## config.mk

```make
export PLATFORM = sky130hd
export DESIGN_NAME = axis_chirp_deframer
export DESIGN_NICKNAME = d
export VERILOG_FILES = /design/src/rtl/axis_chirp_pkg.sv /design/src/rtl/axis_skid_buffer.sv /design/src/rtl/axis_chirp_deframer.sv
export SDC_FILE = /design/constraint.sdc
export NUM_CORES = 1
export LEC_CHECK = 0
export CAP_MARGIN = 25
export CORE_ASPECT_RATIO = 2
export CORE_MARGIN = 3
export CORE_UTILIZATION = 55
export DETAILED_ROUTE_END_ITERATION = 8
export HOLD_SLACK_MARGIN = 0.08
export PLACE_DENSITY = 0.9
export SLEW_MARGIN = 15
export SYNTH_ARGS = -nofsm -noshare
export SYNTH_HDL_FRONTEND = slang
export SYNTH_SLANG_ARGS = --single-unit
```

## constraint.sdc

```tcl
create_clock -name aclk -period 8.95 [get_ports aclk]
set_clock_uncertainty 0.1 [all_clocks]
set_input_delay 2.2375 -clock aclk [delete_from_list [all_inputs] [get_ports aclk]]
set_output_delay 2.2375 -clock aclk [all_outputs]
set_load 0.005 [all_outputs]
```

## src/rtl/axis_chirp_pkg.sv

```systemverilog
// axis_chirp_pkg
// Definitions shared by the chirp framer and deframer: the framing state
// encoding and the width of the cfg_nfft field (frame length = 1 << cfg_nfft).
package axis_chirp_pkg;

  localparam int CFG_NFFT_W = 4;

  typedef enum logic [1:0] {
    PASS   = 2'd0,  // forwarding the kept bins of a frame
    DROP   = 2'd1,  // discarding the bins past the keep count
    RESYNC = 2'd2   // frame overran its length; hunting for the next tlast
  } chirp_state_e;

endpackage

```

## src/rtl/axis_skid_buffer.sv

```systemverilog
// axis_skid_buffer
// Two-entry AXI-Stream register slice. The upstream ready is a register, so
// there is no combinational path from m_ready_i to s_ready_o; the second
// entry absorbs the beat that arrives in the cycle the output stalls.
// Output payload only changes when the output register is empty or firing.
// Ports: clk_i/rst_i (async, active high); s_* upstream; m_* downstream;
//   W = total payload width.
module axis_skid_buffer #(
  parameter int W = 8
) (
  input  logic         clk_i,
  input  logic         rst_i,
  input  logic [W-1:0] s_data_i,
  input  logic         s_valid_i,
  output logic         s_ready_o,
  output logic [W-1:0] m_data_o,
  output logic         m_valid_o,
  input  logic         m_ready_i
);

  logic [W-1:0] m_data_q, m_data_d, sk_data_q, sk_data_d;
  logic         m_valid_q, m_valid_d, sk_valid_q, sk_valid_d;
  logic         s_ready_q, s_ready_d;
  logic         s_fire, m_free;

  assign s_fire = s_valid_i & s_ready_q;
  assign m_free = ~m_valid_q | m_ready_i;

  always_comb begin
    m_data_d   = m_data_q;
    m_valid_d  = m_valid_q;
    sk_data_d  = sk_data_q;
    sk_valid_d = sk_valid_q;
    if (m_free) begin
      // s_ready_q is low whenever the skid entry is full, so no new beat
      // can arrive while it drains.
      if (sk_valid_q) begin
        m_data_d   = sk_data_q;
        m_valid_d  = 1'b1;
        sk_valid_d = 1'b0;
      end else begin
        m_valid_d = s_fire;
        if (s_fire) m_data_d = s_data_i;
      end
    end else if (s_fire) begin
      sk_valid_d = 1'b1;
      sk_data_d  = s_data_i;
    end
    s_ready_d = ~sk_valid_d;
  end

  always_ff @(posedge clk_i or posedge rst_i) begin
    if (rst_i) begin
      m_data_q   <= '0;
      m_valid_q  <= 1'b0;
      sk_data_q  <= '0;
      sk_valid_q <= 1'b0;
      s_ready_q  <= 1'b0;
    end else begin
      m_data_q   <= m_data_d;
      m_valid_q  <= m_valid_d;
      sk_data_q  <= sk_data_d;
      sk_valid_q <= sk_valid_d;
      s_ready_q  <= s_ready_d;
    end
  end

  assign s_ready_o = s_ready_q;
  assign m_data_o  = m_data_q;
  assign m_valid_o = m_valid_q;

endmodule

```

## src/rtl/axis_chirp_deframer.sv

```systemverilog
// axis_chirp_deframer
// Cuts the FFT output stream into frames of L = 1 << cfg_nfft bins, forwards
// the first K bins of each frame (K = cfg_nkeep, or L when 0 / >= L) with the
// bin index on tuser and tlast on the last kept bin, and drops the rest.
// A tlast before bin L-1 flags err_early and restarts the frame; a missing
// tlast on bin L-1 flags err_late and discards input up to the next tlast.
// Ports: aclk/areset (async, active high); cfg_nfft/cfg_nkeep, sampled on the
//   bin-0 beat and held for the frame; err_clear; s_axis_* FFT stream in;
//   m_axis_* kept bins out (tuser = bin index); err_early/err_late sticky.
// Optional: CHIRP_DEFRAMER_FRAME_CNT_EN adds frame_cnt[15:0], counting output
//   beats with tlast.
module axis_chirp_deframer
  import axis_chirp_pkg::*;
#(
  parameter int AXIS_TDATA_WIDTH = 32,
  parameter int INDEX_WIDTH      = 16
) (
  input  logic                        aclk,
  input  logic                        areset,
  input  logic [CFG_NFFT_W-1:0]       cfg_nfft,
  input  logic [INDEX_WIDTH-1:0]      cfg_nkeep,
  input  logic                        err_clear,
  input  logic [AXIS_TDATA_WIDTH-1:0] s_axis_tdata,
  input  logic                        s_axis_tvalid,
  input  logic                        s_axis_tlast,
  output logic                        s_axis_tready,
  output logic [AXIS_TDATA_WIDTH-1:0] m_axis_tdata,
  output logic [INDEX_WIDTH-1:0]      m_axis_tuser,
  output logic                        m_axis_tvalid,
  output logic                        m_axis_tlast,
  input  logic                        m_axis_tready,
  output logic                        err_early,
  output logic                        err_late
`ifdef CHIRP_DEFRAMER_FRAME_CNT_EN
  ,
  output logic [15:0]                 frame_cnt
`endif
);

  localparam int PW = AXIS_TDATA_WIDTH + INDEX_WIDTH + 1;

  chirp_state_e             state_q, state_d;
  logic [INDEX_WIDTH-1:0]   idx_q, idx_d;
  logic [CFG_NFFT_W-1:0]    nfft_q, nfft_d, nfft_eff;
  logic [INDEX_WIDTH-1:0]   nkeep_q, nkeep_d, nkeep_eff;
  logic                     err_early_q, err_early_d, err_late_q, err_late_d;
  logic                     ev_early, ev_late;

  logic [INDEX_WIDTH:0]     len, keep;   // L and K, one bit wider than idx
  logic                     at_last, at_keep, acc;
  logic                     skid_ready, fwd_valid, fwd_last;
  logic [PW-1:0]            m_pay;

  // Bin 0 uses the live config; later bins use what was latched on bin 0.
  assign nfft_eff  = (idx_q == '0) ? cfg_nfft  : nfft_q;
  assign nkeep_eff = (idx_q == '0) ? cfg_nkeep : nkeep_q;

  assign len     = {{INDEX_WIDTH{1'b0}}, 1'b1} << nfft_eff;
  assign keep    = (nkeep_eff == '0 || {1'b0, nkeep_eff} >= len) ? len : {1'b0, nkeep_eff};
  assign at_last = ({1'b0, idx_q} == len - 1'b1);
  assign at_keep = ({1'b0, idx_q} == keep - 1'b1);
  assign acc     = s_axis_tvalid & s_axis_tready;

  // State register
  always_ff @(posedge aclk or posedge areset) begin
    if (areset) begin
      state_q     <= PASS;
      idx_q       <= '0;
      nfft_q      <= '0;
      nkeep_q     <= '0;
      err_early_q <= 1'b0;
      err_late_q  <= 1'b0;
    end else begin
      state_q     <= state_d;
      idx_q       <= idx_d;
      nfft_q      <= nfft_d;
      nkeep_q     <= nkeep_d;
      err_early_q <= err_early_d;
      err_late_q  <= err_late_d;
    end
  end

  // Next-state logic
  always_comb begin
    state_d  = state_q;
    idx_d    = idx_q;
    ev_early = 1'b0;
    ev_late  = 1'b0;
    nfft_d   = (acc && idx_q == '0) ? cfg_nfft  : nfft_q;
    nkeep_d  = (acc && idx_q == '0) ? cfg_nkeep : nkeep_q;
    if (acc) begin
      unique case (state_q)
        PASS, DROP: begin
          if (s_axis_tlast && !at_last) begin
            ev_early = 1'b1;
            idx_d    = '0;
            state_d  = PASS;
          end else if (at_last) begin
            idx_d = '0;
            if (!s_axis_tlast) begin
              ev_late = 1'b1;
              state_d = RESYNC;
            end else begin
              state_d = PASS;
            end
          end else begin
            idx_d = idx_q + 1'b1;
            if (state_q == PASS && at_keep) state_d = DROP;
          end
        end
        RESYNC: if (s_axis_tlast) state_d = PASS;  // idx already held at 0
        default: state_d = PASS;
      endcase
    end
    // An error event in the same cycle as err_clear keeps the flag set.
    err_early_d = ev_early | (err_early_q & ~err_clear);
    err_late_d  = ev_late  | (err_late_q  & ~err_clear);
  end

  // Outputs
  always_comb begin
    s_axis_tready = 1'b1;
    fwd_valid     = 1'b0;
    // An early tlast also terminates the forwarded frame.
    fwd_last      = at_keep | (s_axis_tlast & ~at_last);
    if (state_q == PASS) begin
      s_axis_tready = skid_ready;
      fwd_valid     = s_axis_tvalid;
    end
  end

  axis_skid_buffer #(.W(PW)) u_skid (
    .clk_i    (aclk),
    .rst_i    (areset),
    .s_data_i ({s_axis_tdata, idx_q, fwd_last}),
    .s_valid_i(fwd_valid),
    .s_ready_o(skid_ready),
    .m_data_o (m_pay),
    .m_valid_o(m_axis_tvalid),
    .m_ready_i(m_axis_tready)
  );

  assign {m_axis_tdata, m_axis_tuser, m_axis_tlast} = m_pay;
  assign err_early = err_early_q;
  assign err_late  = err_late_q;

`ifdef CHIRP_DEFRAMER_FRAME_CNT_EN
  logic [15:0] frame_cnt_q;

  always_ff @(posedge aclk or posedge areset) begin
    if (areset)                                        frame_cnt_q <= '0;
    else if (m_axis_tvalid && m_axis_tready && m_axis_tlast) frame_cnt_q <= frame_cnt_q + 16'd1;
  end

  assign frame_cnt = frame_cnt_q;
`endif

endmodule

```

# After elaboration in Yosys (flattened, before gate mapping)

Index checks and enable logic that the tools add are counted.
Widths: inputs -> output; s select.

Register bits after elaboration: 141

Bitwise operators: 14
Add/sub/neg operators: 3
$lt $le $gt $ge: 1
Multiplexer cells: 26
Eq/ne operators: 6
Shift-type cells: 1
Reductions and logical operators: 14

Operators with widths:

| cell                  | number |
|---|---|
| $mux 49               | 2 |
| $mux 16               | 3 |
| $eq 16x17->1          | 2 |
| $sub 17x1->17 const B | 2 |
| $logic_not 16->1      | 2 |
| $ge 16x17->1          | 1 |
| $mux 17               | 1 |
| $shl 1x4->17 const A  | 1 |
| $add 16x1->16 const B | 1 |
| $mux 1                | 13 |
| $mux 2                | 5 |
| $reduce_and 2->1      | 3 |
| $and 1x1->1           | 5 |
| $not 1->1             | 5 |
| $mux 4                | 1 |
| $ne 4x4->1 const B    | 1 |
| $or 1x1->1            | 4 |
| $pmux 2 s2            | 1 |
| $logic_and 1x1->1     | 3 |
| $reduce_and 3->1      | 1 |
| $eq 2x1->1 const B    | 1 |
| $eq 2x2->1 const B    | 1 |
| $logic_not 2->1       | 1 |
| $ne 2x2->1 const B    | 1 |
| 4 further kinds       | 4 |

# Longest topological paths before layout

Depth in word-level cells: 13
Depth in mapped cells: 32
Gate-level depth less buffers: 26

# Hierarchy

Synthesis repeated with hierarchy kept, for this count alone.

Cell total of the unflattened synthesis: 837
Area, all modules: 9237.6 µm²

By module, submodules not included:

| module              | sequential area each (µm²) | cells each | instances | area an instance (µm²) |
|---|---|---|---|---|
| axis_chirp_deframer | 1001.0                     | 564        | 1         | 4743.3 |
| axis_skid_buffer    | 2527.4                     | 273        | 1         | 4494.3 |

# Worst setup path after synthesis

OpenSTA, ideal clock, no wires.

Kind: in2reg
Start: input port cfg_nfft[1]
End: register u_skid.sk_data_q[0]
Required time: 8.770 ns
Path buffers: 4
Slack: 1.919 ns
Arrival time: 6.851 ns
Cell stages on the path: 24
Cell sequence: clkbuf_1 -> nand3_1 -> or4_1 -> nand2_1 -> inv_1 -> ha_1 -> a21o_1 -> a221o_1 -> a2111o_1 -> nor2_2 -> buf_4 -> buf_4 -> nor2_1 -> a21oi_1 -> ha_1 -> clkbuf_1 -> nor3b_1 -> a21oi_1 -> nor2_1 -> o311ai_0 -> o21ai_0 -> nand4_1 -> nor4_2 -> a2bb2oi_1

Cells in the longest elaborated chain, start to end: 8
Elaborated cells between the ends (all ways): 12

Ends and longest elaborated chain:

| element              | line                       | text |
|---|---|---|
| from (decl)          | axis_chirp_deframer.sv:20  | `input logic [CFG_NFFT_W-1:0] cfg_nfft,` |
| $mux 4 *             | axis_chirp_deframer.sv:55  | `assign nfft_eff = (idx_q == '0) ? cfg_nfft : nfft_q;` |
| $shl 1x4->17 *       | axis_chirp_deframer.sv:58  | `assign len = {{INDEX_WIDTH{1'b0}}, 1'b1} << nfft_eff;` |
| $ge 16x17->1         | axis_chirp_deframer.sv:59  | `assign keep = (nkeep_eff == '0 \|\| {1'b0, nkeep_eff} >= len) ? len : {1'b0, nkeep_eff};` |
| $logic_or 1x1->1     | axis_chirp_deframer.sv:59  |  |
| $mux 17              | axis_chirp_deframer.sv:59  |  |
| $sub 17x1->17        | axis_chirp_deframer.sv:61  | `assign at_keep = ({1'b0, idx_q} == keep - 1'b1);` |
| $eq 16x17->1         | axis_chirp_deframer.sv:61  |  |
| $or 1x1->1 *         | axis_chirp_deframer.sv:125 | `fwd_last = at_keep \| (s_axis_tlast & ~at_last);` |
| to (signal assigned) | axis_skid_buffer.sv:62     | `sk_data_q <= sk_data_d;` |
| to (decl)            | axis_skid_buffer.sv:21     | `logic [W-1:0] m_data_q, m_data_d, sk_data_q, sk_data_d;` |

Mark *: on every way between the ends. The rest lies on a longest branch, timed or not.
A chain may end at the register's enable or synchronous reset.

# Worst setup path in the final report

Start: input port cfg_nfft[3]
End: register u_skid.sk_data_q[0]

Same word-level chain as after synthesis.

==> impl_metrics.csv <==
group,metric,value,unit
run_status,outcome,"finished clean",
logic_synthesis,synth_seq_cells,141,
worst_setup_path,cp-start-kind,"input port",
final_layout,drive_gt1_frac,0.139,
job,cap_viol_max_count,0,
detailed_routing,vias_per_cell,6.39,
grt,grt_pass1_vias,8222,
sta,finalSetupViolations,0,
sta,setup_tns,0,ns
final_layout,fillers,1207,
final_layout,syn_to_final_growth,21.3,%
detailed_routing,final_antenna_net_count,0,
power_and_ir_drop,pwr-share-clk,0.175,
sta,holdWs,0.381,ns
final_layout,utilization,0.689,
sta,max_clock_freq,132,MHz
place,gp_congestion,1.05,
final_layout,fin_cells,1257,
logic_synthesis,yosys_warnings,0,
final_layout,antenna_cells,0,
floorplanning,start_util,0.567,
worst_setup_path,cp_max_fo,11,
sta,rsz0062_at_grt,"no",
min_path,min_path_cells,2,
cts,clk_pin_slew,0.06,ns
sta,drv_slew,0,
power_and_ir_drop,p_total,4.10,mW
floorplanning,core,15500,sq um
cts,clockRootBuffer,"clkbuf_16",
floorplanning,dieWidth,95.5,um
worst_setup_path,cp-end-kind,"flop",
final_layout,design_area,10700,sq um
sta,timing.final.crit_share,0.845,
floorplanning,die_y,185,um
cts,htree_levels,4,
power_and_ir_drop,power_density,383,nW/um^2
min_path,hold_path.class,"flop to flop",
power_and_ir_drop,p_switching,1.79,mW
power_and_ir_drop,ir_drop,0.000203,V
place,dp.final_hpwl,20300,um
cts,cts_tree,"built",
detailed_routing,drt-wirelength-per-cell,22.5,um
worst_setup_path,critPathMostFrequentCell,"buf_4",
worst_setup_path,worstPathCellList,"clkdlybuf4s50_1 -> inv_1 -> nor4_1 -> or2_0 -> buf_4 -> o21ai_0 -> ha_1 -> a21oi_1 -> o21ai_0 -> a221o_1 -> a2111o_1 -> nor2_2 -> nor2_1 -> a21oi_1 -> ha_1 -> buf_4 -> o311ai_0 -> xnor2_1 -> mux2i_1 -> xnor2_1 -> o311ai_0 -> nor4_2 -> buf_4 -> a2bb2oi_1",
sta,final_hold_viol_count,0,
power_and_ir_drop,sequentialPowerShare,0.249,
cts,post_cts_resized,0,
sta,fin_crit,7.57,ns
worst_setup_path,arrival,7.81,ns
worst_setup_path,max_stage_delay,0.73,ns
grt,antenna_found_initial,0,
logic_synthesis,synth_edf_count,0,
worst_setup_path,critPathRequiredTime,9.19,ns
final_layout,regArea,3530,sq um
worst_setup_path,slowest_stage,"clkdlybuf4s50_1",
cts,insertion_delay,0.42,ns
detailed_routing,first_pass_iters,6,
logic_synthesis,netlist_instances,958,
detailed_routing,routed_wl,28300,um
logic_synthesis,ys_async_sr_fraction,1.00,
power_and_ir_drop,swShare,0.438,
worst_setup_path,crit_type,"input port to flop",
cts,clkSinkCount,141,
floorplanning,rows,64,
place,dp_cells,1226,
place,port_buffers,110,
grt,grt_start_max_net_pins,97,
logic_synthesis,synthesis.nets,1036,
cts,post-cts-setup-buffers,0,
power_and_ir_drop,intPower,2.31,mW
grt,grt_overflow_total,0,
floorplanning,die_area,17700,sq um
sta,max-slew-margin-rel,0.363,
logic_synthesis,ys.flop_type,"dfrtp_1",
place,place_area,10100,sq um
power_and_ir_drop,p_comb_frac,0.576,
sta,tightest_slew,0.946,ns
final_layout,fin_nets,1126,
logic_synthesis,avgSynthCellArea,9.20,sq um
sta,worst_slack,1.38,ns
final_layout,multiInputGateArea,4880,sq um
logic_synthesis,synth-seq-area-share,0.400,
cts,numCtsBuffers,17,
worst_setup_path,reg2reg_depth,27,
detailed_routing,vias,8032,
place,pre_cts_slack,1.02,ns
cts,cts.path.max_buffers,2,
grt,grt_use_total,0.330,
logic_synthesis,synth_area,8810,sq um
floorplanning,io_pins,111,
grt,grt_pass1_wl,43500,um
detailed_routing,drt_iter0_markers,410,
logic_synthesis,yosysUniqueCellTypes,71,
power_and_ir_drop,p_leak,4.43,nW
detailed_routing,drcViolationCount,0,
cts,cts.hold.buffers_added,0,
sequential cells by signal, summed over array words and instances, names as in the netlist, 2 cells and up:
register          flops
idx_q                16
state_q               2
u_skid.m_data_o      49
nkeep_q              16
u_skid.sk_data_q     49
nfft_q                4
synthesized netlist by cell type, drive strengths merged, types with 9 or more instances:
| library cell | n | area (sq um) |
|---|---|---|
| nand2b | 9 | 56.3 |
| mux2i | 58 | 581 |
| xnor2 | 26 | 228 |
| nor2 | 50 | 193 |
| dfrtp | 141 | 3530 |
| nand3 | 22 | 110 |
| mux2 | 70 | 788 |
| nor4 | 12 | 93.8 |
| inv | 30 | 113 |
| a31oi | 12 | 75.1 |
| nor3 | 26 | 135 |
| ha | 20 | 250 |
| a21oi | 38 | 194 |
| nand4 | 16 | 100 |
| o21ai | 92 | 460 |
| buf | 20 | 118 |
| nand2 | 129 | 489 |
| clkbuf | 47 | 176 |
| o211ai | 12 | 90.1 |
| and3 | 11 | 68.8 |
kinds of logic (layout without fill, tap and decap cells):
| kind of cell | count (synthesis) | in the layout | synth area share |
|---|---|---|---|
| AOI/OAI and AO/OA | 223 | 223 | 0.160 |
| xor gates and xnor gates | 34 | 34 | 0.0353 |
| adders and majority gates | 20 | 20 | 0.0284 |
| buffers and inverters | 98 | 199 | 0.0466 |
| DFF | 141 | 141 | 0.400 |
| muxes | 128 | 128 | 0.155 |
| and+or+nand+nor | 314 | 314 | 0.174 |
worst max-delay path, delay by kind of cell:
kind                     cells  cell delay [ns]
buffers and inverters        5             1.33
AND/OR/NAND/NOR              5             1.19
AO/OA/AOI/OAI                9             1.89
adder cells (fa/ha/maj)      2             0.61
multiplexers                 1             0.20
XOR/XNOR                     2             0.32
power by group through the flow:
stage,logic (mW),clock network (mW),registers (mW)
6_report,2.36,0.718,1.02
5_1_grt,2.55,0.757,1.04
4_1_cts,2.32,0.724,1.01
3_5_place_dp,2.30,0,1.02
3_3_place_gp,2.28,0,0.999
2_1_floorplan,1.56,0,0.953
layout by cell type, fill, tap and decap left out, types with 5 or more instances in the layout:
cell type,instances
dfrtp_1,140
nor3_1,25
inv_1,29
o31ai_1,7
and2_1,7
inv_6,5
mux2i_1,58
xnor2_1,26
nand2_1,127
mux2_2,70
o21ai_0,89
nor4_1,9
clkdlybuf4s50_1,110
or3_1,6
o211ai_1,12
ha_1,20
or2_2,6
a221oi_1,5
clkbuf_16,17
buf_4,27
nor2b_1,5
a21oi_1,37
a21o_1,6
nand2b_1,9
nor2_1,48
nand3_1,22
xor2_1,7
a31oi_1,12
o22ai_1,7
nand4_1,16
and3_1,11
layer usage:
metal  up-vias  share of wire  wire length (um)  global-route usage
li1       3641              -                 -                   -
met1      3866           0.34              9540               0.328
met2       381           0.53             15000               0.593
met3       144          0.053              1490              0.0602
met4         0          0.080              2250               0.243
met5         -              0                 0                   0
path summary, 6_finish.rpt:
check / startpoint / slack (ns) / end
worst min-delay path: u_skid.sk_data_q[4] / 0.38 / u_skid.sk_data_q[4]
min in group asynchronous: areset / 2.18 / u_skid.m_data_o[43]
worst max register to register: idx_q[0] / 2.11 / u_skid.sk_data_q[0]
worst max-delay path: cfg_nfft[3] / 1.38 / u_skid.sk_data_q[0]
worst min register to register: u_skid.sk_data_q[4] / 0.38 / u_skid.sk_data_q[4]
max in group asynchronous: areset / 5.53 / idx_q[3]
final cells by class:
class                      instances  share of cell area
clock buffer                      17              0.0398
tap                              198              0.0232
sequential                       141               0.330
multi-input combinational        719               0.456
clock inverter                    13              0.0154
timing repair buffer             138               0.124
inverter                          31              0.0113
(Power assumes the default switching activity.)
